`src/rtl/key_pkg.sv`:
```
// rtl/key_pkg.sv - shared debounce state encoding, defaults and index helper
// Contents:
//   db_state_e        per-key debounce FSM state encoding
//   TICK_DIV_DEFAULT  clock cycles per sample tick (100 Hz at 50 MHz)
//   wrap_add          (a + b) mod n, for operands already below n
package key_pkg;

    typedef enum logic [1:0] {
        DB_IDLE      = 2'd0,
        DB_PRESS_CHK = 2'd1,
        DB_HELD      = 2'd2,
        DB_REL_CHK   = 2'd3
    } db_state_e;

    localparam int TICK_DIV_DEFAULT = 500000;

    // Operands are both < n, so a single conditional subtract is enough.
    function automatic int wrap_add(input int a, input int b, input int n);
        int s;
        s = a + b;
        return (s >= n) ? s - n : s;
    endfunction

endpackage

```
`src/rtl/key_tick_gen.sv`:
```
// rtl/key_tick_gen.sv - shared debounce sample tick generator
// Ports:
//   Clk    in   system clock, rising edge
//   Rst_n  in   asynchronous active-low reset
//   Tick   out  high for one cycle when the counter reaches TICK_DIV-1
module key_tick_gen
    import key_pkg::*;
#(
    parameter int TICK_DIV = TICK_DIV_DEFAULT
) (
    input  logic Clk,
    input  logic Rst_n,
    output logic Tick
);

    localparam int            CW   = $clog2(TICK_DIV);
    localparam logic [CW-1:0] LAST = CW'(TICK_DIV - 1);

    logic [CW-1:0] cnt_q;
    logic [CW-1:0] cnt_d;

    assign Tick  = (cnt_q == LAST);
    assign cnt_d = Tick ? '0 : cnt_q + CW'(1);

    always_ff @(posedge Clk or negedge Rst_n) begin
        if (!Rst_n) begin
            cnt_q <= '0;
        end else begin
            cnt_q <= cnt_d;
        end
    end

endmodule

```
`src/rtl/key_event_scheduler.sv`:
```
// rtl/key_event_scheduler.sv - multi-key debouncer with round-robin press event queue
// Ports:
//   Clk        in   system clock, rising edge
//   Rst_n      in   asynchronous active-low reset
//   Key_xi     in   raw key levels, asynchronous, 1 = pressed
//   Key_level  out  debounced key levels
//   Ev_valid   out  an event is offered on Ev_code
//   Ev_ready   in   consumer accepts the event this cycle
//   Ev_code    out  index of the pressed key
//   Overrun    out  sticky: a press was lost
//   Ovr_clr    in   synchronous clear of Overrun
module key_event_scheduler
    import key_pkg::*;
#(
    parameter int  N_KEYS   = 4,
    parameter int  TICK_DIV = TICK_DIV_DEFAULT,
    localparam int IDW      = $clog2(N_KEYS)
) (
    input  logic              Clk,
    input  logic              Rst_n,
    input  logic [N_KEYS-1:0] Key_xi,
    output logic [N_KEYS-1:0] Key_level,
    output logic              Ev_valid,
    input  logic              Ev_ready,
    output logic [IDW-1:0]    Ev_code,
    output logic              Overrun,
    input  logic              Ovr_clr
);

    logic              tick;
    logic [N_KEYS-1:0] press_set;
    logic [N_KEYS-1:0] pend_q, pend_d;
    logic [N_KEYS-1:0] rot;
    logic [N_KEYS-1:0] gnt_vec;
    logic [IDW-1:0]    rr_q;
    logic [IDW-1:0]    gidx;
    logic [IDW-1:0]    ev_code_q;
    logic              ev_valid_q;
    logic              ovr_q;
    logic              slot_free;
    logic              grant_en;
    logic              ovr_set;
    int                off;

    key_tick_gen #(.TICK_DIV(TICK_DIV)) u_tick (
        .Clk   (Clk),
        .Rst_n (Rst_n),
        .Tick  (tick)
    );

    for (genvar i = 0; i < N_KEYS; i++) begin : g_key
        logic      s1_q, s2_q;
        logic      lvl_q;
        db_state_e st_q, st_d;

        always_comb begin
            st_d = st_q;
            if (tick) begin
                unique case (st_q)
                    DB_IDLE:      st_d = s2_q ? DB_PRESS_CHK : DB_IDLE;
                    DB_PRESS_CHK: st_d = s2_q ? DB_HELD      : DB_IDLE;
                    DB_HELD:      st_d = s2_q ? DB_HELD      : DB_REL_CHK;
                    DB_REL_CHK:   st_d = s2_q ? DB_HELD      : DB_IDLE;
                endcase
            end
        end

        always_ff @(posedge Clk or negedge Rst_n) begin
            if (!Rst_n) begin
                s1_q  <= 1'b0;
                s2_q  <= 1'b0;
                st_q  <= DB_IDLE;
                lvl_q <= 1'b0;
            end else begin
                s1_q  <= Key_xi[i];
                s2_q  <= s1_q;
                st_q  <= st_d;
                // Level follows the state it is entering, so both change on one edge.
                lvl_q <= (st_d == DB_HELD) || (st_d == DB_REL_CHK);
            end
        end

        assign press_set[i] = tick && (st_q == DB_PRESS_CHK) && s2_q;
        assign Key_level[i] = lvl_q;
    end

    // Rotate pending so bit 0 is the key just after the last grant, pick the
    // lowest set bit, then map the offset back to a key index.
    always_comb begin
        rot = '0;
        for (int k = 0; k < N_KEYS; k++) begin
            rot[k] = pend_q[IDW'(wrap_add(int'(rr_q) + 1, k, N_KEYS))];
        end
    end

    always_comb begin
        off = 0;
        for (int k = N_KEYS - 1; k >= 0; k--) begin
            if (rot[k]) off = k;
        end
    end

    assign gidx      = IDW'(wrap_add(int'(rr_q) + 1, off, N_KEYS));
    assign slot_free = !ev_valid_q || Ev_ready;
    assign grant_en  = slot_free && (|pend_q);

    always_comb begin
        gnt_vec = '0;
        for (int k = 0; k < N_KEYS; k++) begin
            gnt_vec[k] = grant_en && (gidx == IDW'(k));
        end
    end

    // A press landing on a bit that is granted this same edge is not a loss.
    assign ovr_set = |(press_set & pend_q & ~gnt_vec);
    assign pend_d  = (pend_q & ~gnt_vec) | press_set;

    always_ff @(posedge Clk or negedge Rst_n) begin
        if (!Rst_n) begin
            pend_q     <= '0;
            ovr_q      <= 1'b0;
            ev_valid_q <= 1'b0;
            ev_code_q  <= '0;
            rr_q       <= IDW'(N_KEYS - 1);
        end else begin
            pend_q <= pend_d;
            ovr_q  <= ovr_set | (ovr_q & ~Ovr_clr);
            if (slot_free) begin
                if (grant_en) begin
                    ev_valid_q <= 1'b1;
                    ev_code_q  <= gidx;
                    rr_q       <= gidx;
                end else begin
                    ev_valid_q <= 1'b0;
                end
            end
        end
    end

    assign Ev_valid = ev_valid_q;
    assign Ev_code  = ev_code_q;
    assign Overrun  = ovr_q;

endmodule

```
`config.mk`:
```
export PLATFORM = sky130hd
export DESIGN_NAME = key_event_scheduler
export DESIGN_NICKNAME = d
export VERILOG_FILES = /design/src/rtl/key_pkg.sv /design/src/rtl/key_tick_gen.sv /design/src/rtl/key_event_scheduler.sv
export SDC_FILE = /design/constraint.sdc
export NUM_CORES = 1
export LEC_CHECK = 0
export BUFFER_PORTS_ARGS = -buffer_cell sky130_fd_sc_hd__buf_2
export CAP_MARGIN = 20
export CORE_UTILIZATION = 40
export CTS_BUF_LIST = sky130_fd_sc_hd__clkbuf_4 sky130_fd_sc_hd__clkbuf_8
export DETAILED_ROUTE_END_ITERATION = 16
export PLACE_DENSITY = 0.57
export RECOVER_POWER = 50
export REMOVE_ABC_BUFFERS = 1
export SYNTH_ARGS = -nofsm -noshare
export SYNTH_HDL_FRONTEND = slang
export SYNTH_HIERARCHICAL = 1
export SYNTH_SLANG_ARGS = --single-unit
```
`constraint.sdc`:
```
create_clock -name Clk -period 3.35 [get_ports Clk]
set_input_delay 0.335 -clock Clk [delete_from_list [all_inputs] [get_ports Clk]]
set_output_delay 0.335 -clock Clk [all_outputs]
set_load 0.005 [all_outputs]
```
# Word-level counts from Yosys, hierarchy flattened
# Cells that the tools add are included.
totals:
  word_cells: 148
  rom_bits: 0
  reg_bits: 49
  latch_bits: 0
  inputBits: 8
  output_inout_bits: 8
  mem_bits_rw: 0
  memories: 0
op_classes:
  n_addsub: 11
  order_cmp: 9
  bitwise: 8
  eq_ne: 24
  div_mod_pow: 0
  n_mul: 0
  n_reduce_logical: 31
  n_shift: 0
  muxes: 43
op_table:
  columns: ["cell", "count"]
  rows:
  - ["$mux 32", 3]
  - ["$eq 2x2->1 const B", 18]
  - ["$add 4x32->32", 1]
  - ["$ge 32x4->1 const B", 1]
  - ["$mux 2", 14]
  - ["$pmux 2 s3", 4]
  - ["$add 19x1->19 const B", 1]
  - ["$eq 19x19->1 const B", 1]
  - ["$mux 19", 1]
  - ["$mux 1", 17]
  - ["$lt 2x4->1 const B", 4]
  - ["$logic_and 1x1->1", 13]
  - ["$and 4x4->4", 3]
  - ["$ge 4x3->1 const B", 3]
  - ["$eq 2x1->1 const B", 5]
  - ["$logic_not 2->1", 5]
  - ["$sub 2x1->2 const B", 5]
  - ["$add 3x2->4 const B", 2]
  - ["$bmux 1 s2", 4]
  - ["$reduce_or 2->1", 4]
  - ["$reduce_or 4->1", 2]
  - ["$logic_or 1x1->1", 5]
  - ["$add 3x1->4 const B", 1]
  - ["$not 4->4", 1]
  - ["other kinds (8)", 8]

# Logic depth before layout (Yosys ltp)
# Gate-level depths: netlist of the first run.
logic_depth:
  ltp_word: 20
  depth_mapped: 12
  ltp_nobuf: 11

# Cells and area by module
# The synthesis of the first run kept the hierarchy.
by_module_without_submodules:
  columns: ["mod", "area_each_um2", "seq_area_each_um2", "cells_per_inst", "n_inst"]
  rows:
  - ["key_event_scheduler", 1435.1, 753.2, 123, 1]
  - ["key_tick_gen", 917.1, 475.5, 85, 1]

# Least setup slack after synthesis of the first run
# No wires, ideal clock.
synth_path:
  kind: "register to register"
  start: "register rr_q[1]"
  end: "register ovr_q, in the netlist Overrun"
  setup_slack_ps: 989
  arrival_time_ps: 2219
  period_less_slack_ps: 2361
  setup_time_ps: 142
  required_ps: 3208
  stages_incl_launch_ff: 13
  path_buffers: 1
  cell_sequence: "dfstp_2 > buf_4 > nand2_1 > a22oi_1 > o221ai_1 > o21a_1 > ha_1 > xnor2_2 > xnor2_2 > nor2b_1 > mux2i_1 > a211oi_1 > o221ai_1"
synth_via:
  elab_chain_len: 20
  elab_cells_between_ends: 48
  classes_between: "10 x add/sub; 5 x order compare; 3 x eq/ne; 21 x mux; 3 x bitwise; 6 x reduce/logical"
synth_lines:
  columns: ["element", "line_no", "text"]
  rows:
  - ["from (decl)", "key_event_scheduler.sv:35", "logic [IDW-1:0] rr_q;"]
  - ["from (signal assigned)", "key_event_scheduler.sv:124", "rr_q <= IDW'(N_KEYS - 1);"]
  - ["from (signal assigned)", "key_event_scheduler.sv:132", "rr_q <= gidx;"]
  - ["$add 2x1->3 (*)", "key_event_scheduler.sv:92, key_event_scheduler.sv:103", null]
  - ["$add 3x2->4", "key_pkg.sv:20", "s = a + b;"]
  - ["$ge 4x3->1 / $sub 2x1->2 (equally long branches)", "key_pkg.sv:21", "return (s >= n) ? s - n : s;"]
  - ["$mux 2", "key_pkg.sv:21", null]
  - ["$bmux 1 s2", "key_event_scheduler.sv:92", "rot[k] = pend_q[IDW'(wrap_add(int'(rr_q) + 1, k, N_KEYS))];"]
  - ["$mux 1 (not written as such) (2 in a row)", "key_event_scheduler.sv:92", null]
  - ["$mux 2", "key_event_scheduler.sv:99", "if (rot[k]) off = k;"]
  - ["$mux 32 (3 in a row)", "key_event_scheduler.sv:99", null]
  - ["$add 4x32->32 (*)", "key_pkg.sv:20", null]
  - ["$ge 32x4->1 / $sub 2x1->2 (equally long branches)", "key_pkg.sv:21", null]
  - ["$mux 2 (*)", "key_pkg.sv:21", null]
  - ["$eq 2x1->1 (tied with other cells)", "key_event_scheduler.sv:110", "gnt_vec[k] = grant_en && (gidx == IDW'(k));"]
  - ["$logic_and 1x1->1", "key_event_scheduler.sv:110", null]
  - ["$not 4->4 (*)", "key_event_scheduler.sv:115", "assign ovr_set = |(press_set & pend_q & ~gnt_vec);"]
  - ["$and 4x4->4 (*)", "key_event_scheduler.sv:115", null]
  - ["$reduce_or 4->1 (*)", "key_event_scheduler.sv:115", null]
  - ["$or 1x1->1 (*)", "key_event_scheduler.sv:127", "ovr_q <= ovr_set | (ovr_q & ~Ovr_clr);"]
  - ["to (signal assigned)", "key_event_scheduler.sv:127", null]
  - ["to (decl)", "key_event_scheduler.sv:39", "logic ovr_q;"]
# Every way passes the cells marked *; elsewhere a longest branch is shown, timed or not. The select of a mux whose other input is x is not followed.
# A chain may end at the register's enable or synchronous reset.

# Worst setup path in the final report of the first run
# Ends and elaborated chain as after synthesis.

==> key figures, run 1 <==
CTS
  – Clock tree sinks: 49
  – CTS tree: built
  – CTS buffer count: 5
  – Max Root-Sink Buffers: 2
  – Total setup buffers inserted after CTS: 0
  – CTS Root Cell: clkbuf_8
  – Worst-skew pair later-pin latency: 0.30 ns
  – Htree depth: 2
  – Clock transition at the registers of the reported paths: 0.09 ns

GRT
  – First-pass GRT wire length: 6720 microns
  – GRT Residual Overflow: 0
  – Vias in the first global route: 1440
  – Gr usage total: 14.12%
  – Largest net degree at the start of global routing: 49
  – Initial antenna violation count: 0

Setup path
  – Critical path class: reg -> reg
  – Critical Path RT: 3.51 ns
  – Crit-path cells: nand2_1 -> a22oi_1 -> o221ai_1 -> o21a_1 -> ha_1 -> xnor2_2 -> xnor2_2 -> xnor2_1 -> a311oi_2 -> a211oi_1 -> o221ai_1
  – Data arrival time of the worst path: 2.69 ns
  – Worst setup SP type: flop
  – Worst-path fanout max: 8
  – Crit-path slowest cell: dfstp_2
  – Crit. End Element: flop
  – Crit-path max cell delay: 0.63 ns

STA
  – Final TNS setup: 0 ns
  – RSZ-0062 raised after global routing: no
  – Period utilization: 75.41%
  – Setup Skew: 0.006599 ns
  – Worst slew pin tran: 0.7327 ns
  – Min cycle time layout: 2.526 ns
  – Final Hold Fails: 0
  – Max-slew violations: 0
  – Rel. slew slack: 51.16%
  – Min Hold Slack: 0.1368 ns
  – FMAX: 395.8 MHz
  – Setup-failing EPs final: 0

Flow run
  – Total of max-cap violations: 0

Detailed routing
  – Final ANT Viol Nets: 0
  – Wl on met1: 1819 microns
  – First-pass DRT Iterations: 4
  – Final WL: 3767 microns
  – Via Count: 1545
  – Vias per cell: 5.150
  – Metal3 WL: 128 microns
  – Residual DRC: 0
  – Wire per inst: 12.56 microns
  – First DRT Iteration DRCs: 52
  – Met2 routed WL: 1753 microns
  – Top sig layer: met4

Power
  – Leak: 1.194 nW
  – Clock power share: 28.4%
  – Register share of total power: 42.0%
  – P_sw: 519.3 uW
  – Pint: 1.188 mW
  – Comb power frac: 29.6%
  – Switching share of power: 30.41%
  – VDD IR-drop max: 0.0003270 V
  – Power consumption: 1.708 mW
  – P per Cell Area: 645.3 nW/um^2

Placed design
  – I/O Buffers: 15
  – Dpl hpwl: 2665 microns
  – Final GP Congestion: 0.7916

Yosys
  – Syn avg cell area: 11.31 sq um
  – Asr flop ratio synth: 100.0%
  – Post-synth top flop: dfrtp_1
  – Largest cells by area after synthesis: dfrtp_1 50%, mux2_2 5.7%, xnor2_1 5.6%, nand2_1 4.5%, dfstp_2 2.2%
  – Synth top area share: 50.00%
  – Post-synth top cells: 47 x dfrtp_1, 28 x nand2_1, 15 x xnor2_1, 13 x nor2_1, 12 x mux2_2
  – Most frequent cell after synthesis: dfrtp_1
  – Area leader, netlist: dfrtp_1
  – Post-synth EDFFs: 0
  – Yosys reg bits: 49
  – Count of cell types in the netlist: 49
  – Ys Warns: 6
  – Sequential area share after synthesis: 52.23%
  – Synthesized cell area: 2352 sq um
  – Mapped Cells: 208

Final layout
  – Finished Core Util: 47.47%
  – Area Overhead vs Synth: 12.50%
  – Layout fillers: 527
  – Share of cells above drive strength 1: 24.56%
  – NumNets Final: 237
  – Ant diodes: 0

Die
  – I/O pins: 16
  – Area of the die: 6191 sq um
  – Die Y: 78.69 microns
  – Initial Util: 42.20%
  – Core area: 5574 sq um
  – Rows: 27
  – Die boundary width: 78.69 microns

Hold path
  – Min-delay worst type: in -> reg

Status
  – Status: completed
kinds of logic after synthesis:
family | share of synthesized area [%]
simple gates | 20.90
compound gates | 7.447
buf+inv | 2.925
flops | 52.23
xor+xnor | 8.830
fa+ha+maj | 1.064
mux | 6.596
layout make-up:
cell class / count / area [sq um] / area share (%)
clock inverter: 3 / 65.06 / 2.459
clock buffer: 5 / 68.82 / 2.600
sequential: 49 / 1229 / 46.43
tap: 72 / 90.09 / 3.404
timing repair buffer: 20 / 122.6 / 4.634
multi-input combinational: 148 / 1060 / 40.05
inverter: 3 / 11.26 / 0.4255
through the flow:
stage	cells	worst slack [ns]	instance area (sq um)
detailed placement	290	0.8375	2487
global route	300	0.6505	2646
floorplan	200	0.3294	2295
finish	300	0.8237	2646
global placement	290	0.8399	2487
CTS	298	0.8054	2621
worst max-delay path, delay by kind of cell (launching register included):
kind | cells | cell delay (ns)
compound gates | 6 | 0.83
flops | 1 | 0.63
xor+xnor | 3 | 0.62
fa+ha+maj | 1 | 0.20
simple gates | 1 | 0.09
flip-flops by register name (all words and copies together) (netlist names):
| signal | cells |
|---|---|
| rr_q | 2 |
| g_key.lvl_q | 4 |
| Ev_code | 2 |
| g_key.s2_q | 4 |
| Ev_valid | 1 |
| g_key.s1_q | 4 |
| Overrun | 1 |
| g_key.st_q | 8 |
| pend_q | 4 |
| u_tick/cnt_q | 19 |
routing by layer:
metal	global-route usage, %	vias to the layer above
met2	21.74	21
met4	6.667	0
met3	3.488	5
met5	0	-
li1	-	764
met1	18.55	755
timing repair:
item / CTS / global route
endpoints found under the hold margin: 0 / 11
hold buffers: 0 / 1
resized for setup: 0 / 0
final timing paths:
check / from / end / slack [ns] / cells after the start
setup / recovery: rr_q[1]$_DFFE_PN1P_ / Overrun$_DFF_PN0_ / 0.82 / 11
setup reg to reg: rr_q[1]$_DFFE_PN1P_ / Overrun$_DFF_PN0_ / 0.82 / 11
hold reg to reg: g_key[2].s1_q$_DFF_PN0_ / g_key[2].s2_q$_DFF_PN0_ / 0.35 / 0
max in group asynchronous: Rst_n / u_tick/cnt_q[14]$_DFF_PN0_ / 2.11 / 3
min in group asynchronous: Rst_n / g_key[0].s1_q$_DFF_PN0_ / 0.60 / 2
hold / removal: Key_xi[1] / g_key[1].s1_q$_DFF_PN0_ / 0.14 / 1
power groups by stage:
stage               Sequential, mW  Combinational [mW]  Clock (mW)
floorplan                    0.714               0.413           0
global placement             0.729               0.507           0
detailed placement           0.728               0.500           0
CTS                          0.716               0.507       0.505
global route                 0.726               0.566       0.529
finish                       0.716               0.506       0.486
placed cells by master (no fill, tap or decap), types with 2 or more instances in the layout:
cell and instances:
dfrtp_1 47, nand2_1 28, xnor2_1 15, buf_2 14, nor2_1 13, mux2_2 12, nor2b_1 6, o21ai_0 6
xor2_1 5, clkbuf_8 5, nand3_1 5, nand4_1 5, a21oi_1 4, nand4b_1 4, inv_1 3, and3_1 3
o221ai_1 2, nand2b_1 2, or4_4 2, nand3b_1 2, xnor2_2 2, mux2i_1 2, nor3b_1 2, nand2_2 2
ha_1 2, bufinv_16 2, clkbuf_1 2, buf_4 2, dfstp_2 2, o31ai_1 2, nor4_1 2
Power figures use the tool's default switching activity.
==> inputs of run 2 (changes only) <==
--- a/config.mk
+++ b/config.mk
@@ -5,12 +5,13 @@
 export SDC_FILE = /design/constraint.sdc
 export NUM_CORES = 1
 export LEC_CHECK = 0
+export ABC_AREA = 1
 export BUFFER_PORTS_ARGS = -buffer_cell sky130_fd_sc_hd__buf_2
 export CAP_MARGIN = 20
 export CORE_UTILIZATION = 40
 export CTS_BUF_LIST = sky130_fd_sc_hd__clkbuf_4 sky130_fd_sc_hd__clkbuf_8
 export DETAILED_ROUTE_END_ITERATION = 16
-export PLACE_DENSITY = 0.57
+export PLACE_DENSITY = 0.56
 export RECOVER_POWER = 50
 export REMOVE_ABC_BUFFERS = 1
 export SYNTH_ARGS = -nofsm -noshare
==> constraint.sdc (replaced) <==
create_clock -name Clk -period 2.6 [get_ports Clk]
set_input_delay 0.26 -clock Clk [delete_from_list [all_inputs] [get_ports Clk]]
set_output_delay 0.26 -clock Clk [all_outputs]
set_load 0.005 [all_outputs]
==> run 2 against run 1 <==
  * Global-route usage is 2.2 points higher
  * Clock-buffer cell count stayed put
  * Non-clock buffer count is 3 lower
  * First-iteration DRC count is 87% higher
  * Largest cell class unchanged
  * Largest power group unchanged
==> key figures, run 2 <==
Status
  – Status: completed

Yosys
  – Synth Area in Adders: 0.9671%
  – Asr flop ratio synth: 100.0%
  – Mapped Cells: 326
  – Post-synth top cells: 88 x nand2_1, 47 x dfrtp_1, 47 x inv_1, 32 x nor2_1, 14 x nand3_1
  – Compound-cell area share of the yosys netlist: 6.625%
  – Main combinational cell family by area after synthesis: simple AND/OR/NAND/NOR gates
  – Simple-Gate Fraction of Synth Area: 30.90%
  – Yosys reg bits: 49
  – Count of cell types in the netlist: 27
  – Largest cells by area after synthesis: dfrtp_1 45%, nand2_1 13%, inv_1 6.8%, nor2_1 4.6%, xor2_1 3.4%
  – Area leader, netlist: dfrtp_1
  – Most frequent cell after synthesis: nand2_1
  – Synth top area share: 45.45%
  – Xor/xnor share of the synthesized area: 4.014%
  – Post-synth EDFFs: 0
  – Post-synth top flop: dfrtp_1
  – Syn avg cell area: 7.937 sq um
  – Sequential area share after synthesis: 47.49%
  – Ys Warns: 6
  – Mux share of post-synthesis cell area: 0%
  – Synthesized cell area: 2587 sq um

Placed design
  – Final GP Congestion: 0.8140
  – I/O Buffers: 15
  – Pre-CTS setup slack: 0.3759 ns
  – Dpl hpwl: 3586 microns
  – Inst Count DP: 411

STA
  – Setup Skew: 0.008372 ns
  – Worst slew pin tran: 0.9624 ns
  – Period utilization: 85.87%
  – Final TNS setup: 0 ns
  – Min Hold Slack: 0.05516 ns
  – Min cycle time layout: 2.233 ns
  – FMAX: 447.9 MHz
  – Max-slew violations: 0
  – Rel. slew slack: 35.84%
  – Setup ws final: 0.3674 ns
  – RSZ-0062 raised after global routing: no
  – Setup-failing EPs final: 0
  – Final Hold Fails: 0

GRT
  – Gr usage total: 16.34%
  – GRT Residual Overflow: 0
  – First-pass GRT wire length: 8266 microns
  – Largest net degree at the start of global routing: 33
  – Vias in the first global route: 1879
  – Initial antenna violation count: 0

Die
  – Core area: 6096 sq um
  – Rows: 28
  – Die boundary width: 82.43 microns
  – Die Y: 82.43 microns
  – Area of the die: 6795 sq um
  – Initial Util: 42.45%
  – I/O pins: 16

Power
  – Leak: 1.466 nW
  – VDD IR-drop max: 0.0006688 V
  – P per Cell Area: 779.9 nW/um^2

Final layout
  – Area of the multi-input gates: 1090 sq um
  – Reg area: 1229 sq um
  – NumNets Final: 354
  – Commonest cells after routing, fill and taps aside: 88 x nand2_1, 47 x dfrtp_1, 47 x inv_1, 34 x nor2_1, 14 x nand3_1
  – Layout fillers: 633
  – Final Non-Filler Cells: 420
  – Share of cells above drive strength 1: 16.52%
  – Area Overhead vs Synth: 8.172%
  – Number of flip-flops under the largest register name: 19
  – Most common cell after layout, fill and taps aside: nand2_1
  – Regs by FF count: u_tick/cnt_q (19), g_key.st_q (8)
  – Most flop-heavy register: u_tick/cnt_q
  – Finished Core Util: 45.92%
  – Ant diodes: 0

Setup path
  – Critical Path RT: 2.79 ns
  – Crit. End Element: flop
  – Crit-path cells: inv_8 -> nand2_2 -> nand2_4 -> nand2_1 -> nand2_2 -> a31oi_1 -> nor2_1 -> ha_1 -> xor2_2 -> nand3_2 -> nand2_2 -> inv_1 -> o21ai_1 -> o21ai_1
  – Critical path class: reg -> reg
  – Most frequent CP cell: nand2_2
  – Crit-path slowest cell: dfstp_2
  – Worst setup SP type: flop
  – Data arrival time of the worst path: 2.42 ns
  – Worst-path fanout max: 10
  – R2R setup slack: 0.37 ns
  – Crit-path max cell delay: 0.68 ns

Detailed routing
  – Final WL: 4606 microns
  – First DRT Iteration DRCs: 97
  – Final ANT Viol Nets: 0
  – First-pass DRT Iterations: 4
  – Residual DRC: 0
  – Wire per inst: 10.97 microns
  – Vias per cell: 4.629
  – Via Count: 1944

CTS
  – Clock transition at the registers of the reported paths: 0.09 ns
  – CTS tree: built
  – Max Root-Sink Buffers: 2
  – Worst-skew pair later-pin latency: 0.30 ns
  – CTS buffer count: 5
  – Clock tree sinks: 49
  – CTS Root Cell: clkbuf_8
  – Htree depth: 2
  – Total setup buffers inserted after CTS: 0

Hold path
  – Min-delay worst type: in -> reg

Flow run
  – Total of max-cap violations: 0
-- run 2: cell count changes after synthesis, moves of 9 or more --
cell     delta
inv_1      +44
mux2_2     -12
nand2_1    +60
nand2_2    +11
nand3_1     +9
nor2_1     +19
xnor2_1    -15
-- run 2: worst paths after layout --
kind,endpoint,cells past startpoint,from
max,pend_q[1]$_DFF_PN0_,14,rr_q[0]$_DFFE_PN1P_
min,g_key[1].s1_q$_DFF_PN0_,1,Key_xi[1]
max reg2reg,pend_q[1]$_DFF_PN0_,14,rr_q[0]$_DFFE_PN1P_
min reg2reg,g_key[2].s2_q$_DFF_PN0_,0,g_key[2].s1_q$_DFF_PN0_
max in group asynchronous,u_tick/cnt_q[18]$_DFF_PN0_,3,Rst_n
min in group asynchronous,g_key[0].s2_q$_DFF_PN0_,2,Rst_n
-- run 2: metrics by stage --
step                      power (mW)  cell area [sq um]
after floorplan                1.576               2539
after global placement         1.742               2715
after detailed placement       1.755               2715
after CTS                      2.225               2819
after global routing           2.341               2799
final                          2.183               2799
-- run 2: critical path, delay by kind of cell, from the launching register on --
| kind | cells | cell delay (ns) |
|---|---|---|
| adders and majority gates | 1 | 0.21 |
| and+or+nand+nor | 7 | 0.59 |
| DFF | 1 | 0.68 |
| buffers and inverters | 2 | 0.13 |
| AOI/OAI and AO/OA | 3 | 0.30 |
| xor gates and xnor gates | 1 | 0.21 |
-- run 2: metal layers --
layer / global-route usage, % / part of all wire, % / vias to the layer above
li1: - / - / 1030
met1: 22.16 / 51 / 866
met2: 25.54 / 44 / 44
met3: 3.846 / 4.4 / 4
met4: 5.614 / 1.2 / 0
met5: 0 / 0 / -
-- run 2: area by class of cell --
type,count,area share [%]
Tap cell,75,3.353
Inverter,54,7.510
Multi-Input combinational cell,217,38.94
Timing Repair Buffer,17,2.950
Clock buffer,5,2.459
Clock inverter,3,0.8941
Sequential cell,49,43.90
-- run 2: power breakdown --
group          switching [mW]  total [mW]  internal [mW]
Combinational           0.540       0.819          0.279
Clock                   0.262       0.456          0.194
Sequential             0.0696       0.908          0.838
-- run 2: cells by family after synthesis --
logic type      Yosys count
simple gates            172
xor+xnor                 11
compound gates           32
fa+ha+maj                 2
buf+inv                  60
flops                    49
-- run 2: repair_timing --
action / CTS / global route
resized for setup: 0 / 0
hold buffers: 1 / 0
endpoints found under the hold margin: 17 / 0
